===== config.mk =====
export PLATFORM = sky130hd
export DESIGN_NAME = accum_adder
export DESIGN_NICKNAME = d
export VERILOG_FILES = /design/src/rtl/accum_adder.sv
export SDC_FILE = /design/constraint.sdc
export NUM_CORES = 1
export LEC_CHECK = 0
export CAP_MARGIN = 20
export CORE_ASPECT_RATIO = 0.7
export CORE_MARGIN = 2
export CORE_UTILIZATION = 49
export DETAILED_ROUTE_END_ITERATION = 10
export GPL_ROUTABILITY_DRIVEN = 0
export GPL_TIMING_DRIVEN = 0
export HOLD_SLACK_MARGIN = 0.08
export PLACE_DENSITY = 0.83
export SLEW_MARGIN = 10
export SYNTH_ARGS = -nofsm -noshare
export SYNTH_HDL_FRONTEND = slang
export SYNTH_SLANG_ARGS = --single-unit

===== constraint.sdc =====
create_clock -name iCE_CLK -period 3.8 [get_ports iCE_CLK]
set_input_delay 0.76 -clock iCE_CLK [delete_from_list [all_inputs] [get_ports iCE_CLK]]
set_output_delay 0.76 -clock iCE_CLK [all_outputs]
set_load 0.01 [all_outputs]

===== src/rtl/accum_adder.sv =====
// Purpose : registered add/sub/accumulate unit with per-result carry/borrow and sticky carry/overflow latches.
// Latency : 1 cycle from accept (in_valid && in_ready) to sum/carry with out_valid.
// Backpr. : single-entry output register; in_ready = !clear && (!out_valid || out_ready), result held while stalled.
//
// Ports:
//   iCE_CLK, reset_n        clock, asynchronous active-low reset
//   clear                   synchronous clear of accumulator, latches and output register
//   in_valid/in_ready       operation handshake; in_a, in_b operands; mode 00 A+B, 01 A-B, 10 ACC+A, 11 ACC-A
//   out_valid/out_ready     result handshake; sum, carry are the registered result
//   carry_latch             sticky carry/borrow since clear/reset
//   overflow_latch          sticky signed overflow since clear/reset
module accum_adder #(
   parameter int WIDTH    = 8,
   parameter bit SATURATE = 1'b0
) (
   input  logic             iCE_CLK,
   input  logic             reset_n,
   input  logic             clear,
   input  logic             in_valid,
   output logic             in_ready,
   input  logic [WIDTH-1:0] in_a,
   input  logic [WIDTH-1:0] in_b,
   input  logic [1:0]       mode,
   output logic             out_valid,
   input  logic             out_ready,
   output logic [WIDTH-1:0] sum,
   output logic             carry,
   output logic             carry_latch,
   output logic             overflow_latch
);

   logic [WIDTH-1:0] r_acc;
   logic [WIDTH-1:0] r_sum;
   logic             r_carry;
   logic             r_out_valid;
   logic             r_carry_latch;
   logic             r_ovf_latch;

   logic             w_sub;
   logic             w_accept;
   logic [WIDTH-1:0] w_x;
   logic [WIDTH-1:0] w_y;
   logic [WIDTH-1:0] w_y_eff;
   logic [WIDTH:0]   w_raw;
   logic             w_cy;
   logic             w_ovf;
   logic [WIDTH-1:0] w_res;

   // reset_n gates in_ready so nothing is offered as acceptable while in reset.
   assign in_ready = reset_n && !clear && (!r_out_valid || out_ready);
   assign w_accept = in_valid && in_ready;

   always_comb begin
      w_sub   = mode[0];
      w_x     = mode[1] ? r_acc : in_a;
      w_y     = mode[1] ? in_a  : in_b;
      // Subtraction as X + ~Y + 1 so one adder serves both operations.
      w_y_eff = w_sub ? ~w_y : w_y;
      w_raw   = {1'b0, w_x} + {1'b0, w_y_eff} + {{WIDTH{1'b0}}, w_sub};
      // Carry-out of X + ~Y + 1 is the inverse of borrow.
      w_cy    = w_raw[WIDTH] ^ w_sub;
      w_ovf   = (w_x[WIDTH-1] == w_y_eff[WIDTH-1]) && (w_raw[WIDTH-1] != w_x[WIDTH-1]);
      w_res   = w_raw[WIDTH-1:0];
      if (SATURATE && w_cy) begin
         w_res = w_sub ? {WIDTH{1'b0}} : {WIDTH{1'b1}};
      end
   end

   always_ff @(posedge iCE_CLK or negedge reset_n) begin
      if (!reset_n) begin
         r_acc         <= '0;
         r_sum         <= '0;
         r_carry       <= 1'b0;
         r_out_valid   <= 1'b0;
         r_carry_latch <= 1'b0;
         r_ovf_latch   <= 1'b0;
      end else if (clear) begin
         r_acc         <= '0;
         r_sum         <= '0;
         r_carry       <= 1'b0;
         r_out_valid   <= 1'b0;
         r_carry_latch <= 1'b0;
         r_ovf_latch   <= 1'b0;
      end else if (w_accept) begin
         // Accumulator follows every accepted result, consumed or not.
         r_acc         <= w_res;
         r_sum         <= w_res;
         r_carry       <= w_cy;
         r_out_valid   <= 1'b1;
         r_carry_latch <= r_carry_latch | w_cy;
         r_ovf_latch   <= r_ovf_latch | w_ovf;
      end else if (out_ready) begin
         r_out_valid   <= 1'b0;
      end
   end

   assign out_valid      = r_out_valid;
   assign sum            = r_sum;
   assign carry          = r_carry;
   assign carry_latch    = r_carry_latch;
   assign overflow_latch = r_ovf_latch;

endmodule


Word-level counts from Yosys, hierarchy flattened --
Cells that the tools add are included.
Storage, ports and cells: register bits 12, logic and storage cells 36, output and inout port bits 13, input port bits 23
Operators by class: $add $sub $neg 2, bitwise gates (word level) 4, mux-type cells 14, reduce and logical (&&, ||, !) cells 9, eq/ne operators 2
Operators with widths (count):
- $mux 8 | 5
- $add 8x8->9 | 1
- $add 9x1->9 | 1
- $mux 1 | 9
- $not 8->8 | 1
- $logic_and 1x1->1 | 4
- $reduce_bool 3->1 | 1
- $logic_not 1->1 | 2
- $or 1x1->1 | 2
- $reduce_bool 2->1 | 1
- $eq 1x1->1 | 1
- $logic_or 1x1->1 | 1
- $ne 1x1->1 | 1
- $xor 1x1->1 | 1

Depth between registers and ports, before layout --
depth in word-level cells 10, mapped depth 10, gate-level depth less buffers 8

Worst setup path before layout --
No wires, ideal clock.
kind input port to flip-flop, start input port mode[1], end register r_carry, in the netlist carry, data arrival time 2868 ps, slack 798 ps, stages 9, path buffers 2, required time 3666 ps, setup time 134 ps, cells stage by stage buf_6 > clkbuf_1 > mux2_2 > fa_1 > a21oi_1 > o211ai_1 > a31oi_1 > xor2_1 > o21ai_0
Between the ends: word-level cells in the longest chain between the ends 8, elaborated cells on any way between the ends 9, those cells by class add/sub (2); mux (5); bitwise (2)
Ends and longest elaborated chain:
- from (decl) | RTL line 23 | input logic [1:0] mode,
- $mux 8 | RTL line 56 | w_y = mode[1] ? in_a : in_b;
- $not 8->8 | RTL line 58 | w_y_eff = w_sub ? ~w_y : w_y;
- $mux 8 | RTL line 58
- $add 8x8->9 * | RTL line 59 | w_raw = {1'b0, w_x} + {1'b0, w_y_eff} + {{WIDTH{1'b0}}, w_sub};
- $add 9x1->9 * | RTL line 59
- $xor 1x1->1 * | RTL line 61 | w_cy = w_raw[WIDTH] ^ w_sub;
- $mux 1 * | RTL line 84 | end else if (w_accept) begin
- $mux 1 * | RTL line 77 | end else if (clear) begin
- to (signal assigned) | RTL line 88 | r_carry <= w_cy;
- to (decl) | RTL line 34 | logic r_carry;
Mark *: on every way between the ends. The rest lies on a longest branch, timed or not. The select of a mux whose other input is x is not followed. A chain may end at the register's enable or synchronous reset.

Final worst setup path --
start input port reset_n, end output port in_ready
Between the ends: word-level cells in the longest chain between the ends 2
Ends and longest elaborated chain:
- from (decl) | RTL line 17 | input logic reset_n,
- $logic_and 1x1->1 (2 in series) | RTL line 50 | assign in_ready = reset_n && !clear && (!r_out_valid || out_ready);
- to (decl) | RTL line 20 | output logic in_ready,
No other way between the ends.

==> run summary <==
die area: 0.00264 mm²
GR Overflow Total: 0
CP max stage delay: 0.88 ns
Die Span Y: 43.6 µm
Logic pwr share: 47.3%
dpl cell area: 0.00148 mm²
setup TNS: 0 ns
synthesized area: 0.00110 mm²
initial core utilization: 51.3%
Post-Synthesis Cells: 116
initial antenna violation count: 0
sequential share of power: 30.3%
All-Layer GR Usage: 23.6%
clk buf depth: 2
top cells by area, synth: dfrtp_1 27%, ha_1 8.0%, xnor2_1 8.0%
Num CTS Buffers: 3
HPWL Detailed: 2130 µm
peak supply drop: 0.182 mV
Hold Slack: 0.502 ns
core region area: 0.00214 mm²
clock skew: 0.00902 ns
Crit. End Element: primary output
crit path cell chain: clkdlybuf4s50_1 -> and3b_1 -> clkdlybuf4s50_1
flops & latches, synth: 12
Max-cap violations: 0
setup bufs post-CTS: 0
fin util: 70.8%
Syn Area/Cell: 9.45 µm²
switching fraction of total power: 35.4%
worst skew pair latency: 0.29 ns
Root Driver: clkbuf_4
Die W: 60.5 µm
CTS tree: yes
Fillers: 204
Hold Crit Class: reg2reg
Rows: 14
post-synthesis async set-or-reset flop share: 100%
Iter 0 DRT Violations: 28
Vias: 1,021
Hold Path Depth: 2
Critical Path RT: 3.04 ns
clk slew on worst S/H paths: 0.09 ns
remaining antenna violation count: 0
Ant. Diodes: 0
Setup CP Type: in2out
vias in the first global route: 991
drt pass-1 iters: 4
CP max stage cell: clkdlybuf4s50_1
status: completed
Sink Count: 12
worst slew pin tran: 0.647 ns
Reg-to-Reg Start: sum[1]
Fmax: 310 MHz
slew margin rel.: 56.8%
post-route design area: 0.00151 mm²
Net Sw Power: 0.176 mW
top cell type by total area after synthesis: dfrtp_1
reg2reg path depth: 7
RSZ-0062 raised after global routing: no
FF-to-FF setup slack: 1.56 ns
register area share after synthesis: 27.4%
PD cells: 329 mW/mm²
library cells used by synthesis: 33
syn nets: 147
CP Max Fanout: 14
global-route wire length before repair: 4530 µm
total routed wirelength: 2850 µm
Ys Warns: 0
post-detailed-route wirelength per cell: 15.3 µm
Hold Path End: carry
H-tree Lvls: 1
most frequent cell on the critical path: clkdlybuf4s50_1
# nets final: 186
critical path arrival: 2.46 ns
fin. max-slew vios: 0
hold path startpoint: carry
DRC Markers: 0
final-report hold violation count: 0
Internal: 0.321 mW
share of the synthesized area in the top cell type: 27.4%
PortBufs: 34
dominant synthesized flop cell: dfrtp_1
layout cells sized above 1: 9.74%
Cells after DPL: 182
Top Ports: 36
Final Cycle Share: 84.8%
CP startpoint kind: input pin
post_cts resized: 0
final setup violation count: 0
clock share of power: 22.4%
largest net degree at the start of global routing: 15
FF-to-FF End: carry
area delta synth->final: 38.0%
Commonest cells post-synth: 12 x dfrtp_1, 12 x o21ai_0, 10 x xnor2_1, 8 x mux2i_1, 8 x nand3b_1
vias per std cell: 5.49
Pleak: 0.635 nW
Final min period: 3.22 ns
non-filler cells, final: 186
Post-synth EDFFs: 0
cts hold-fix bufs: 0
[logic make-up (layout without fill, tap and decap cells)]
logic type | count (synthesis) | count (layout) | share of synthesized area (%)
muxes | 16 | 16 | 15.9
xor gates and xnor gates | 14 | 14 | 11.2
AOI/OAI and AO/OA | 30 | 30 | 16.4
DFF | 12 | 12 | 27.4
and+or+nand+nor | 26 | 26 | 14.8
adders and majority gates | 8 | 8 | 9.82
buffers and inverters | 10 | 48 | 4.45
[how the worst max path moves through the flow]
stage	startpoint	end	slack, ns	depth (start not counted)
after floorplan	mode[1]	carry	0.80	9
after global placement	mode[1]	carry_latch	0.50	9
after detailed placement	mode[1]	carry_latch	0.42	9
after CTS	reset_n	in_ready	0.52	3
after global routing	reset_n	in_ready	0.48	3
final	reset_n	in_ready	0.58	3
[metrics by stage]
stage	worst slack (ns)	total power [mW]
2_1_floorplan	0.798	0.300
3_3_place_gp	0.497	0.376
3_5_place_dp	0.423	0.385
4_1_cts	0.519	0.497
5_1_grt	0.484	0.528
6_report	0.577	0.497
[per-layer routing]
layer  up-vias  GRT usage [%]  share of wire [%]
li1        500              -                  -
met1       480           31.4                 48
met2        37           38.5                 46
met3         4           5.37                4.9
met4         0           7.39               0.81
met5         -              0                  0
[cell type report]
class | instances | area (µm²) | area share (%)
flip-flops and latches | 12 | 300 | 19.9
repair buffers | 34 | 340 | 22.5
well taps | 32 | 40.0 | 2.65
multi-input cells | 94 | 747 | 49.4
plain buffers | 6 | 33.8 | 2.23
inverters | 4 | 15.0 | 0.993
clock buffers | 4 | 36.3 | 2.40
[power by group through the flow]
stage	Sequential (mW)	Combinational [mW]	Clock [mW]
final	0.151	0.235	0.111
after global routing	0.153	0.258	0.117
after CTS	0.151	0.234	0.113
after detailed placement	0.153	0.231	0
after global placement	0.152	0.224	0
after floorplan	0.158	0.142	0
[cells in the final DEF (no fill, tap or decap), types with 3 or more instances in the layout]
| cell | n |
|---|---|
| nand2b_1 | 3 |
| nand2_1 | 6 |
| ha_1 | 7 |
| o211ai_1 | 3 |
| clkbuf_4 | 3 |
| xnor2_1 | 10 |
| clkbuf_1 | 4 |
| nand3b_1 | 8 |
| a21oi_1 | 7 |
| mux2_2 | 7 |
| inv_1 | 4 |
| xor2_1 | 4 |
| o21ai_0 | 12 |
| mux2i_1 | 8 |
| clkdlybuf4s50_1 | 34 |
| dfrtp_1 | 12 |
[flip-flops by register name (all words and copies together) (netlist names)]
| signal | cells |
|---|---|
| sum | 8 |
| carry | 1 |
| carry_latch | 1 |
| out_valid | 1 |
| overflow_latch | 1 |
[critical path, delay by kind of cell]
family / cells / cell delay [ns]
and+or+nand+nor: 1 / 0.28
buffers and inverters: 2 / 1.42
Power figures use the tool's default switching activity.
==> variant 1 (config.mk and constraints unchanged) <==
The parameter `WIDTH` goes from 8 to 6.
--- a/src/rtl/accum_adder.sv
+++ b/src/rtl/accum_adder.sv
@@ -10,7 +10,7 @@
 //   carry_latch             sticky carry/borrow since clear/reset
 //   overflow_latch          sticky signed overflow since clear/reset
 module accum_adder #(
-   parameter int WIDTH    = 8,
+   parameter int WIDTH    = 6,
    parameter bit SATURATE = 1'b0
 ) (
    input  logic             iCE_CLK,
Ports: changed (resized in_a, in_b and sum); port bits go from 36 to 30. No check against the original RTL was run, so the function may have changed too.
==> variant 1 against the unedited design <==
  * Sequential cell count fell by 2
  * Combinational power fell by 26%
  * Synthesized cell count fell by 28%
  * Final area fell by 21%
  * Largest power group unchanged
  * Routed wire length fell by 27%
  * Synthesized area fell by 22%
  * Critical endpoint is now carry
  * Largest cell class unchanged
  * Setup slack got worse by 0.045 ns
  * Power fell by 20%
  * Critical path type is now in -> reg
  * Clock skew fell by 0.0048 ns
==> variant 1: results <==
[global_route]
grt.met1_usage_pct = 30.6
grt_max_degree = 12
grtUsageTotal_pct = 23.3
use_met3_pct = 6.98
grt_pass1_wl_um = 3340
grt_util_met2_pct = 39.9
grt_pass1_vias = 725

[route]
drt-total-wl_um = 2080
top_layer_used = "met3"
wl_met2_um = 955
wl_met3_um = 98
dr.pass1.iters = 4
met1Wirelength_um = 1020
vias = 736
viasPerCell = 5.41
drtIter0Drc = 21

[power_and_ir_drop]
internal-power_uw = 267
peakVddDrop_uv = 298
power_leakage_nw = 0.516

[yosys]
synth_nets = 108
synth_cell_types = 31
syn_area_per_cell_um2 = 10.3
synthTopCellsByCount = "dfrtp_1, mux2i_1, o21ai_1, xnor2_1, nand3b_1"
synth_area_leaders = "dfrtp_1, mux2i_1, ha_1"
yosysSeqAreaShare_pct = 29.4
ys_async_sr_fraction_pct = 100

[placement]
pre_cts_ws_ns = 0.248
place_hpwl_um = 1550
placedCellCount = 132
port_buffers = 28

[critical_path]
critPathMaxStageDelay_ns = 0.60
worstPathArrival_ns = 3.41
path_max_fanout = 10
slowest_stage = "clkdlybuf4s50_1"
worst-r2r-cell-count = 8

[status]
outcome = "complete, no violations"

[cts]
clk_pin_slew_ns = 0.07
cts.repair.resized = 0
post-cts-setup-buffers = 0
insertion_delay_ns = 0.27

[layout]
drive_above_1_share_pct = 10.4
nets = 141
largest_reg_flops = 6

[sta]
tightestPinTransition_ns = 0.521
skew_ns = 0.00422

[min_path]
hp-class = "reg -> reg"
-- variant 1: changes by cell type in the layout (fill, tap and decap cells not counted), moves of 3 or more --
cell,delta
o21ai_0,-11
o21ai_1,+7
clkdlybuf4s50_1,-6
a21oi_1,-5
mux2_2,-5
mux2_1,+4
clkbuf_1,-3
o211ai_1,-3
xnor2_1,-3
-- variant 1: layout make-up --
cell class | instances | area, µm²
Sequential cell | 10 | 250
Fill cell | 128 | 413
Timing Repair Buffer | 28 | 280
Clock buffer | 4 | 36.3
Tap cell | 21 | 26.3
Buffer | 3 | 20.0
Inverter | 3 | 11.3
Multi-Input combinational cell | 67 | 569
-- variant 1: cell families (layout without fill, tap and decap cells) --
group | count (synthesis) | count (layout) | synth area share (%)
AND/OR/NAND/NOR | 21 | 21 | 15.9
AO/OA/AOI/OAI | 16 | 16 | 13.8
multiplexers | 13 | 13 | 16.2
XOR/XNOR | 11 | 11 | 11.3
flip-flops | 10 | 10 | 29.4
adder cells (fa/ha/maj) | 6 | 6 | 9.71
buffers and inverters | 6 | 38 | 3.68
-- variant 1: final timing paths --
kind | from | endpoint | slack [ns]
setup / recovery | mode[1] | carry | 0.53
hold / removal | carry | carry | 0.49
setup reg to reg | sum[2] | carry | 1.63
hold reg to reg | carry | carry | 0.49
max in group asynchronous | reset_n | sum[2] | 2.62
min in group asynchronous | reset_n | overflow_latch | 0.83
-- variant 1: power groups by stage --
stage | Clock, mW | Sequential [mW] | Combinational (mW)
finish | 0.0982 | 0.126 | 0.173
global route | 0.105 | 0.127 | 0.194
CTS | 0.0993 | 0.126 | 0.175
detailed placement | 0 | 0.128 | 0.173
global placement | 0 | 0.127 | 0.168
floorplan | 0 | 0.132 | 0.104
==> variant 2 (config.mk and constraints unchanged) <==
Made on the original files. Add an input register stage for `mode`; this delays it by one clock. The other inputs are not delayed to match.
--- a/src/rtl/accum_adder.sv
+++ b/src/rtl/accum_adder.sv
@@ -29,6 +29,12 @@
    output logic             overflow_latch
 );
 
+   logic [1:0] mode_q;
+
+   always_ff @(posedge iCE_CLK) begin
+      mode_q <= mode;
+   end
+
    logic [WIDTH-1:0] r_acc;
    logic [WIDTH-1:0] r_sum;
    logic             r_carry;
@@ -51,9 +57,9 @@
    assign w_accept = in_valid && in_ready;
 
    always_comb begin
-      w_sub   = mode[0];
-      w_x     = mode[1] ? r_acc : in_a;
-      w_y     = mode[1] ? in_a  : in_b;
+      w_sub   = mode_q[0];
+      w_x     = mode_q[1] ? r_acc : in_a;
+      w_y     = mode_q[1] ? in_a  : in_b;
       // Subtraction as X + ~Y + 1 so one adder serves both operations.
       w_y_eff = w_sub ? ~w_y : w_y;
       w_raw   = {1'b0, w_x} + {1'b0, w_y_eff} + {{WIDTH{1'b0}}, w_sub};
Behaviour: not the same (Yosys sat finds a counterexample within 4 cycles, from zero or initial values and one cycle with reset_n low).
==> variant 2 against the unedited design <==
  * Core utilization is 1.2 points higher
  * Die area increased by 3.4%
  * Final area is 3.3% higher
  * Worst hold slack lost 0.0097 ns
  * Critical path depth unchanged
  * Power grew 5.4%
  * Routed wire length rose by 0.91%
  * Sequential share of layout area increased by 1.9 points
  * Setup slack got worse by 0.0058 ns
  * Sequential cell count rose by 2
  * Synthesized area up 3.7%
==> variant 2: results <==
[status]
outcome = "complete, no violations"

[sta]
slew-limit-headroom_pct = 56.9
skew_ns = 0.00203

[cts]
insertion_delay_ns = 0.30
cts_root_buffer = "clkbuf_4"
cts.repair.resized = 0
cts_htree_levels = 1
hold_buffers = 0
clk_pin_slew_ns = 0.09
clock_path_buffers = 2

[layout]
drive_above_1_share_pct = 9.55
largest_reg_flops = 8
fillerInstances = 197
nets = 189

[route]
drtIter0Drc = 48
dr.pass1.iters = 5
viasPerCell = 5.60
drt-total-wl_um = 2880

[critical_path]
crit_start = "reset_n"
crit_family = "buffers and inverters"
critPathMaxStageDelay_ns = 0.88
path_max_fanout = 14
rr_startpoint = "mode_q[1]"
worstPathArrival_ns = 2.47

[yosys]
synth_cell_types = 34
synth_area_leaders = "dfrtp_1, ha_1, xnor2_1"
yosysSeqAreaShare_pct = 30.0
synth_nets = 149
synthTopCellsByCount = "dfrtp_1, o21ai_0, xnor2_1, mux2i_1, nand3b_1"
ys_warn_count = 0
ys_async_sr_fraction_pct = 85.7

[global_route]
grtUsageTotal_pct = 23.8
grt_pass1_vias = 1019
grt_pass1_wl_um = 4570
grt_max_degree = 15

[power_and_ir_drop]
power_leakage_nw = 0.655
peakVddDrop_uv = 213

[min_path]
min_from = "carry"
hp-class = "reg -> reg"

[placement]
port_buffers = 35
placed_area_um2 = 1530
place_hpwl_um = 2200
-- variant 2: cell types whose count changed after synthesis, sizes merged --
| cell | unedited run | this run |
|---|---|---|
| dfxtp | 0 | 2 |
-- variant 2: layer usage --
metal	global-route usage, %	part of all wire, %	wire [µm]	vias to the layer above
li1	-	-	-	512
met1	27.1	44	1260	497
met2	43.8	50	1440	42
met3	7.02	5.2	150	8
met4	4.68	0.94	27	0
met5	0	0	0	-
-- variant 2: area by class of cell --
class / instances / area [µm²] / share of cell area, %
clock buffers: 4 / 36.3 / 2.32
inverters: 4 / 15.0 / 0.961
flip-flops and latches: 14 / 340 / 21.8
well taps: 32 / 40.0 / 2.56
plain buffers: 6 / 33.8 / 2.16
multi-input cells: 94 / 747 / 47.8
repair buffers: 35 / 350 / 22.4
-- variant 2: kinds of logic (layout without fill, tap and decap cells) --
family / Yosys count / in the layout / share of synthesized area [%]
AOI/OAI and AO/OA: 30 / 30 / 15.9
and+or+nand+nor: 26 / 26 / 14.3
muxes: 16 / 16 / 15.3
xor gates and xnor gates: 14 / 14 / 10.8
DFF: 14 / 14 / 30.0
buffers and inverters: 10 / 49 / 4.29
adders and majority gates: 8 / 8 / 9.47
-- variant 2: final timing paths --
| path | end | slack, ns | cells after the start |
|---|---|---|---|
| max | in_ready | 0.57 | 3 |
| min | carry | 0.49 | 2 |
| max reg2reg | carry | 0.80 | 9 |
| min reg2reg | carry | 0.49 | 2 |
| max in group asynchronous | sum[4] | 2.54 | 1 |
| min in group asynchronous | out_valid | 0.85 | 1 |
-- variant 2: metrics by stage --
step | util [%] | hold slack (ns) | setup WS (ns) | cells
after detailed placement | 70.3 | 0.479 | 0.424 | 185
after global routing | 71.9 | 0.546 | 0.442 | 189
after floorplan | - | 0.464 | 1.20 | 118
final | 71.9 | 0.492 | 0.571 | 189
after global placement | 70.3 | 0.463 | 0.535 | 185
after CTS | 71.9 | 0.499 | 0.534 | 189
-- variant 2: tightest hold or removal path, stage by stage, from the launching register on --
cell and delay [ns]:
dfrtp_1 0.35, nand2_1 0.05, o21ai_0 0.06
-- variant 2: power by group --
group | switching, mW | internal [mW]
Clock | 0.0553 | 0.0586
Sequential | 0.0103 | 0.163
Combinational | 0.114 | 0.123
